[src/rtl/egress_meta_queue_pkg.sv]
// Shared switch constants for the egress metadata queues.
// Holds the per-port queue geometry and the software bus word width.
package egress_meta_queue_pkg;

    localparam int EMQ_NUM_PORTS  = 4;
    localparam int EMQ_DEPTH      = 4;
    localparam int EMQ_META_W     = 31;
    localparam int EMQ_BUS_W      = 32;
    localparam int EMQ_DROP_W     = 8;
    localparam int EMQ_PORT_SEL_W = 2;

endpackage

[src/rtl/egress_meta_queue_meta_fifo.sv]
// Single-port metadata FIFO: storage, pointers, occupancy, ack edge
// detector and a saturating drop counter for pushes that find it full.
module meta_fifo
    import egress_meta_queue_pkg::*;
#(
    parameter int DEPTH  = EMQ_DEPTH,
    parameter int META_W = EMQ_META_W,
    parameter int PTR_W  = (DEPTH > 1) ? $clog2(DEPTH) : 1,
    parameter int CNT_W  = $clog2(DEPTH + 1)
) (
    input  logic                  clk,
    input  logic                  reset,
    input  logic                  push_i,
    input  logic [META_W-1:0]     meta_i,
    input  logic                  ack_i,
    output logic [META_W-1:0]     head_o,
    output logic                  empty_o,
    output logic [CNT_W-1:0]      count_o,
    output logic [EMQ_DROP_W-1:0] drop_o
);

    localparam logic [CNT_W-1:0] FULL_CNT = CNT_W'(DEPTH);

    logic [META_W-1:0]     mem_q [DEPTH];
    logic [PTR_W-1:0]      wrPtr_q, wrPtr_d;
    logic [PTR_W-1:0]      rdPtr_q, rdPtr_d;
    logic [CNT_W-1:0]      count_q, count_d;
    logic [EMQ_DROP_W-1:0] drop_q, drop_d;
    logic                  ackPrev_q;

    logic ackRise;
    logic isEmpty;
    logic isFull;
    logic doPop;
    logic doPush;
    logic doDrop;

    // Decide this cycle's events; a pop frees a slot so a full queue can still accept a push.
    always_comb begin
        ackRise = ack_i & ~ackPrev_q;
        isEmpty = (count_q == '0);
        isFull  = (count_q == FULL_CNT);
        doPop   = ackRise & ~isEmpty;
        doPush  = push_i & (~isFull | doPop);
        doDrop  = push_i & isFull & ~doPop;
    end

    // Next-state for pointers, occupancy and the saturating drop counter.
    always_comb begin
        wrPtr_d = wrPtr_q;
        rdPtr_d = rdPtr_q;
        count_d = count_q;
        drop_d  = drop_q;
        if (doPush) begin
            wrPtr_d = wrPtr_q + PTR_W'(1);
        end
        if (doPop) begin
            rdPtr_d = rdPtr_q + PTR_W'(1);
        end
        case ({doPush, doPop})
            2'b10:   count_d = count_q + CNT_W'(1);
            2'b01:   count_d = count_q - CNT_W'(1);
            default: count_d = count_q;
        endcase
        if (doDrop && (drop_q != '1)) begin
            drop_d = drop_q + EMQ_DROP_W'(1);
        end
    end

    // Control state register with synchronous reset that also discards queued entries.
    always_ff @(posedge clk) begin
        if (reset) begin
            wrPtr_q   <= '0;
            rdPtr_q   <= '0;
            count_q   <= '0;
            drop_q    <= '0;
            ackPrev_q <= 1'b0;
        end else begin
            wrPtr_q   <= wrPtr_d;
            rdPtr_q   <= rdPtr_d;
            count_q   <= count_d;
            drop_q    <= drop_d;
            ackPrev_q <= ack_i;
        end
    end

    // Entry storage; contents are don't-care until written so no reset is needed.
    always_ff @(posedge clk) begin
        if (doPush && !reset) begin
            mem_q[wrPtr_q] <= meta_i;
        end
    end

    assign head_o  = mem_q[rdPtr_q];
    assign empty_o = isEmpty;
    assign count_o = count_q;
    assign drop_o  = drop_q;

endmodule

[src/rtl/egress_meta_queue.sv]
// Egress metadata queue block: one meta_fifo per egress port plus the
// software-bus read mux that presents the selected queue head.
module egress_meta_queue
    import egress_meta_queue_pkg::*;
#(
    parameter int NUM_PORTS = EMQ_NUM_PORTS,
    parameter int DEPTH     = EMQ_DEPTH,
    parameter int META_W    = EMQ_META_W,
    parameter int CNT_W     = $clog2(DEPTH + 1)
) (
    input  logic                            clk,
    input  logic                            reset,
    input  logic [NUM_PORTS-1:0]            eg_valid,
    input  logic [NUM_PORTS*META_W-1:0]     eg_meta,
    input  logic [EMQ_PORT_SEL_W-1:0]       rd_port,
    input  logic [NUM_PORTS-1:0]            ack,
    output logic [EMQ_BUS_W-1:0]            meta_rdata,
    output logic [NUM_PORTS-1:0]            empty,
    output logic [NUM_PORTS*CNT_W-1:0]      count,
    output logic [NUM_PORTS*EMQ_DROP_W-1:0] drop_cnt
);

    logic [META_W-1:0] head [NUM_PORTS];

    for (genvar p = 0; p < NUM_PORTS; p++) begin : g_port
        meta_fifo #(
            .DEPTH  (DEPTH),
            .META_W (META_W),
            .CNT_W  (CNT_W)
        ) u_fifo (
            .clk     (clk),
            .reset   (reset),
            .push_i  (eg_valid[p]),
            .meta_i  (eg_meta[p*META_W +: META_W]),
            .ack_i   (ack[p]),
            .head_o  (head[p]),
            .empty_o (empty[p]),
            .count_o (count[p*CNT_W +: CNT_W]),
            .drop_o  (drop_cnt[p*EMQ_DROP_W +: EMQ_DROP_W])
        );
    end

    // Bus read word: valid flag in the MSB with the head entry, or zero when the queue is empty.
    always_comb begin
        meta_rdata = '0;
        if (!empty[rd_port]) begin
            meta_rdata[EMQ_BUS_W-1]  = 1'b1;
            meta_rdata[META_W-1:0]   = head[rd_port];
        end
    end

endmodule

[config.mk]
export PLATFORM = sky130hd
export DESIGN_NAME = egress_meta_queue
export DESIGN_NICKNAME = d
export VERILOG_FILES = /design/src/rtl/egress_meta_queue_pkg.sv /design/src/rtl/egress_meta_queue_meta_fifo.sv /design/src/rtl/egress_meta_queue.sv
export SDC_FILE = /design/constraint.sdc
export NUM_CORES = 1
export LEC_CHECK = 0
export ABC_AREA = 1
export ABC_CLOCK_PERIOD_IN_PS = 4000
export CAP_MARGIN = 15
export CORE_MARGIN = 2
export CORE_UTILIZATION = 55
export CTS_BUF_LIST = sky130_fd_sc_hd__clkbuf_8
export CTS_CLUSTER_SIZE = 10
export DETAILED_ROUTE_END_ITERATION = 8
export GPL_TIMING_DRIVEN = 1
export MAX_ROUTING_LAYER = met4
export PLACE_DENSITY = 0.8
export SETUP_SLACK_MARGIN = 0.05
export SYNTH_ARGS = -nofsm -noshare
export SYNTH_HDL_FRONTEND = slang
export SYNTH_HIERARCHICAL = 1
export SYNTH_SLANG_ARGS = --single-unit
[constraint.sdc]
create_clock -name clk -period 4 [get_ports clk]
set_clock_uncertainty 0.05 [all_clocks]
set_input_delay 1 -clock clk [delete_from_list [all_inputs] [get_ports clk]]
set_output_delay 1 -clock clk [all_outputs]
set_load 0.01 [all_outputs]
=== Word level (Yosys, flattened, before mapping) ===
Memory sizes are Yosys's and may differ from the RTL's. A register that Yosys moved wholly into a read port is not among the register bits.
Cells that the tools add are included.

* Flip-flop bits (word level): 64
* Memory bits (writable): 496
* Input port bits: 136
* Word-level logic and storage cells: 146
* Memories kept: 4

{| class="wikitable"
|+ Memories
! memory !! depth !! width !! rd ports !! clocked after memory_dff !! write ports !! line !! RTL
|-
| g_port[0].u_fifo.mem_q || 4 || 31 || 1 || 1 || 1 || egress_meta_queue_meta_fifo.sv:24 || <nowiki>logic [META_W-1:0] mem_q [DEPTH];</nowiki>
|-
| g_port[1].u_fifo.mem_q || 4 || 31 || 1 || 1 || 1 || egress_meta_queue_meta_fifo.sv:24 ||
|-
| g_port[2].u_fifo.mem_q || 4 || 31 || 1 || 1 || 1 || egress_meta_queue_meta_fifo.sv:24 ||
|-
| g_port[3].u_fifo.mem_q || 4 || 31 || 1 || 1 || 1 || egress_meta_queue_meta_fifo.sv:24 ||
|}

* Add/subtract/negate cells: 20
* $lt $le $gt $ge: 2
* Equal/unequal tests: 16
* Mux-type cells: 26
* Bitwise operators: 41
* Reduce and logical (&&, ||, !) cells: 17

{| class="wikitable"
|+ Operators with widths
! kind !! number
|-
| binary-select mux 31 bit (select 2 bit) || 1
|-
| 2-to-1 mux 31 bit || 2
|-
| adder 8 x 1 -> 8 bit, second input constant || 4
|-
| 2-to-1 mux 32 bit || 1
|-
| != test 8 bit, second input constant || 4
|-
| case mux 3 bit (2 select lines) || 4
|-
| AND 1 bit || 20
|-
| adder 2 x 1 -> 2 bit, second input constant || 8
|-
| 2-to-1 mux 2 bit || 8
|-
| NOT 1 bit || 16
|-
| adder 3 x 1 -> 3 bit, second input constant || 4
|-
| == test 3 bit, second input constant || 4
|-
| zero test 3 bit || 4
|-
| subtractor 3 x 1 -> 3 bit, second input constant || 4
|-
| 2-to-1 mux 1 bit || 9
|-
| == test 2 x 1 -> 1 bit, second input constant || 4
|-
| == test 2 bit, second input constant || 4
|-
| logical AND 1 bit || 8
|-
| nonzero test 2 bit || 4
|-
| OR 1 bit || 4
|-
| greater-or-equal comparator 3 bit, second input constant || 1
|-
| < comparator 2 x 3 -> 1 bit, second input constant || 1
|-
| NOT 2 -> 3 bit || 1
|-
| binary-select mux 1 bit (select 2 bit) || 1
|-
| zero test 1 bit || 1
|}

=== Depth between registers and ports, before layout ===
* Depth after elaboration: 8
* Gate-level depth with buffers: 11

=== Modules after synthesis ===
Netlist, hierarchy kept.

{| class="wikitable"
|+ By module, submodules not included
! module !! instances !! cells an instance !! area an instance (µm²) !! seq. area each (µm²)
|-
| meta_fifo (g_port[1].u_fifo ...) || 2 || 444 || 5557.8 || 4083.9
|-
| meta_fifo (g_port[0].u_fifo ...) || 2 || 442 || 5552.8 || 4083.9
|-
| egress_meta_queue || 1 || 435 || 1830.5 || 0.0
|}

=== Worst setup path after synthesis ===
OpenSTA, ideal clock, no wires.

* Path type: input-to-reg
* Start: input port reset
* End: memory g_port[0].u_fifo/mem_q[0][0] (netlist name) (enable)
* Arrival time: 2.767 ns
* Required time: 3.531 ns
* Path slack: 0.764 ns
* Stages on the path: 4
* Buffers on the path: 1
* Cell sequence: buf_4 -> inv_1 -> nand3_1 -> nor2_1

* Cells in the longest elaborated chain, start to end: 4

{| class="wikitable"
|+ Ends and longest elaborated chain
! what !! line !! RTL
|-
| from (decl) || egress_meta_queue.sv:12 || <nowiki>input logic reset,</nowiki>
|-
| zero test 1 bit || egress_meta_queue_meta_fifo.sv:89 || <nowiki>if (doPush && !reset) begin</nowiki>
|-
| logical AND 1 bit || egress_meta_queue_meta_fifo.sv:89 ||
|-
| 2-to-1 mux 1 bit || egress_meta_queue_meta_fifo.sv:89 ||
|-
| 2-to-1 mux 1 bit (not written as such) || egress_meta_queue_meta_fifo.sv:90 || <nowiki>mem_q[wrPtr_q] <= meta_i;</nowiki>
|-
| to (decl) || egress_meta_queue_meta_fifo.sv:24 ||
|}

No other way between the ends.

==> metrics.cfg <==
[drt]
drcViolationCount = 0
wirelength_um = 62700
viasPerCell = 5.47
final_antenna_net_count = 0
drt_pass1_iterations = 5
drt_iter0_drc = 1582
drt-wirelength-per-cell_um = 19.8
vias = 17300

[clock_network]
hold_buffers = 0
h-tree-depth = 3
cts.sinks = 568
cts-root-buf = clkbuf_8
clk_latency_ns = 0.68
cts_max_path_buffers = 3
clk_pin_slew_ns = 0.06
numCtsBuffers = 89
cts_tree = yes

[worst_hold_path]
holdPathStages = 2
hp-class = flip-flop to flip-flop
hp-start = g_port[0].u_fifo/rdPtr_q[1]$_SDFFE_PP0N_

[floorplan]
ios = 216
die_x_um = 213
die-area_um2 = 45400
core_area_um2 = 43100
initial_utilization_pct = 55.8
dieHeight_um = 213
row_count = 76

[global_route]
grt_pass1_vias = 16700
grt_pass1_wl_um = 92000
track_usage_pct = 27.9
antenna_found_initial = 18
overflow = 0
grt_max_degree = 65

[sta]
max_freq_ghz = 0.258
tns_ns = 0
tightest_slew_ns = 0.507
finalCritPeriodShare_pct = 96.8
rsz0062_at_grt = yes
report.final.slew_viol_count = 0
hold_violations = 0
slew_headroom_pct = 66.2
setup_ws_ns = 0.128
period_needed_ns = 3.87
setup_viol = 0

[yosys]
synth_top_area_share_pct = 61.9
ys_top_cells_by_count = 496 x edfxtp_1, 310 x nor2_1, 305 x nand2_1, 278 x o21ai_0, 255 x inv_1
ys_async_sr_fraction_pct = 0
synth-edff-count = 496
syn-num-nets = 2367
yosysSeqAreaShare_pct = 67.9
ys_types = 31
yosys.area.top_type = edfxtp_1
yosys_warnings = 6
ys_ff_latch = 568
syn_avg_cell_area_um2 = 10.9
synth.most_common_cell = edfxtp_1
synthFlopType = edfxtp_1
syn_inst = 2207
synth_area_um2 = 24100
synth_area_leaders = edfxtp_1 62%, dfxtp_1 6.0%, o21ai_0 5.8%

[final_layout]
drive_gt1_share_pct = 11.7
num-nets-final = 2654
stdcell_count = 3167
area_growth_pct = 21.5

[placement]
place_inst = 2979
preCtsSetupSlack_ns = 0.0968
gp_congestion = 0.984
dpl.hpwl_um = 41100
buffer_ports.inserted = 215

[power_and_ir_drop]
power_density_nw_per_um2 = 464
ir_drop_mv = 0.251
p_leak_nw = 11.3

[flow_run]
drv_cap = 0

[status]
outcome = finished clean

[worst_setup_path]
crit_required_ns = 2.95
worst_ep_arrival_time_ns = 2.82
reg2reg_depth = 6
timing.rr.start = g_port[2].u_fifo/ackPrev_q$_SDFF_PP0_
worst-setup-path-type = flip-flop to output port
r2r_end = g_port[2].u_fifo/mem_q[1][8]$_DFFE_PP_
r2r_setup_slack_ns = 1.96
cp-end-kind = output port
startpoint_type = flip-flop
cp_max_fo = 15

[sequential cells by signal (all words and copies together), names as in the netlist, named ones only]
register and cells:
g_port.u_fifo/count_o 12, g_port.u_fifo/drop_o 32, g_port.u_fifo/wrPtr_q 8, g_port.u_fifo/mem_q 496, g_port.u_fifo/rdPtr_q 8, g_port.u_fifo/ackPrev_q 4
[cell usage in the layout, fill, tap and decap left out, types with 4 or more instances in the layout]
cell,n
edfxtp_1,496
nand2_1,305
nor2_1,294
inv_1,284
o21ai_0,275
clkdlybuf4s50_1,212
o22ai_1,105
nand3_1,98
clkbuf_8,98
dfxtp_1,66
buf_4,61
a21oi_1,48
diode_2,20
nor2_2,20
ha_1,20
nand2_2,19
o22ai_2,19
clkinv_1,18
inv_2,16
nand4_1,16
nor2_4,8
xor2_1,8
buf_12,8
clkinv_2,5
clkbuf_16,5
o21ai_1,5
buf_6,5
a21oi_4,4
nand4_4,4
xnor2_1,4
fa_1,4
[how the worst max path moves through the flow]
stage               start                                endpoint  slack (ns)  cells after the start
2_1_floorplan       reset  g_port[0].u_fifo/mem_q[0][0]$_DFFE_PP_        0.76                      4
3_3_place_gp   rd_port[1]                          meta_rdata[14]        0.13                      8
3_5_place_dp   rd_port[1]                          meta_rdata[21]         0.1                      8
4_1_cts         flip-flop                          meta_rdata[13]        0.03                     11
5_1_grt         flip-flop                          meta_rdata[13]        0.03                     11
6_report        flip-flop                           meta_rdata[4]        0.13                     12
[power breakdown]
group | switching (mW) | internal (mW)
sequential | 0.103 | 6.66
combinational | 1.45 | 0.869
clock | 2.19 | 2.26
total | 3.75 | 9.79
[area by class of cell]
| class | count | area [µm²] |
|---|---|---|
| Antenna cell | 20 | 50.0 |
| Timing Repair Buffer | 298 | 3040 |
| Clock inverter | 61 | 289 |
| Clock buffer | 98 | 1350 |
| Fill cell | 3137 | 13900 |
| Tap cell | 585 | 732 |
| Sequential cell | 568 | 16400 |
| Multi-Input combinational cell | 1261 | 6340 |
| Inverter | 275 | 1060 |
| Timing Repair inverter | 1 | 5.00 |
[critical path: stages, from the launching register on]
cell and delay (ns):
dfxtp_4 0.42, inv_8 0.08, buf_4 0.18, o21ai_0 0.26, o22ai_2 0.14, buf_4 0.16, inv_1 0.05, nand2_1 0.07
nand3_1 0.12, nand2_1 0.12, nand2_1 0.08, inv_1 0.04, clkdlybuf4s50_1 0.46
[per-layer routing]
layer | vias up | track usage (%) | part of all wire (%)
met5 | - | - | 0
met4 | 0 | 9.79 | 2.3
met3 | 89 | 7.02 | 9.8
met2 | 731 | 43.4 | 47
met1 | 8334 | 36.1 | 41
li1 | 8185 | - | -
[metrics by stage]
| step | util [%] | hold WS [ns] | cell area [µm²] | power (mW) |
|---|---|---|---|---|
| floorplan | - | 0.386 | 24100 | 8.04 |
| global placement | 63.0 | 0.403 | 27100 | 8.99 |
| detailed placement | 63.0 | 0.405 | 27100 | 9.05 |
| CTS | 67.1 | 0.411 | 28900 | 13.5 |
| global route | 67.8 | 0.430 | 29200 | 14.1 |
| finish | 67.8 | 0.408 | 29200 | 13.5 |
[logic make-up after synthesis]
kind of cell	after synthesis	synth area share [%]
simple gates	769	13.6
flops	568	67.9
compound gates	456	10.3
buf+inv	378	6.38
fa+ha+maj	24	1.37
xor+xnor	12	0.437
[timing repair]
item	in CTS	in global routing
endpoints found under the setup margin	31	30
gates resized for setup	29	32
setup buffers	0	2
cloned	1	6
pin swaps	0	2
No activity file was read; power rests on OpenSTA's default activity.
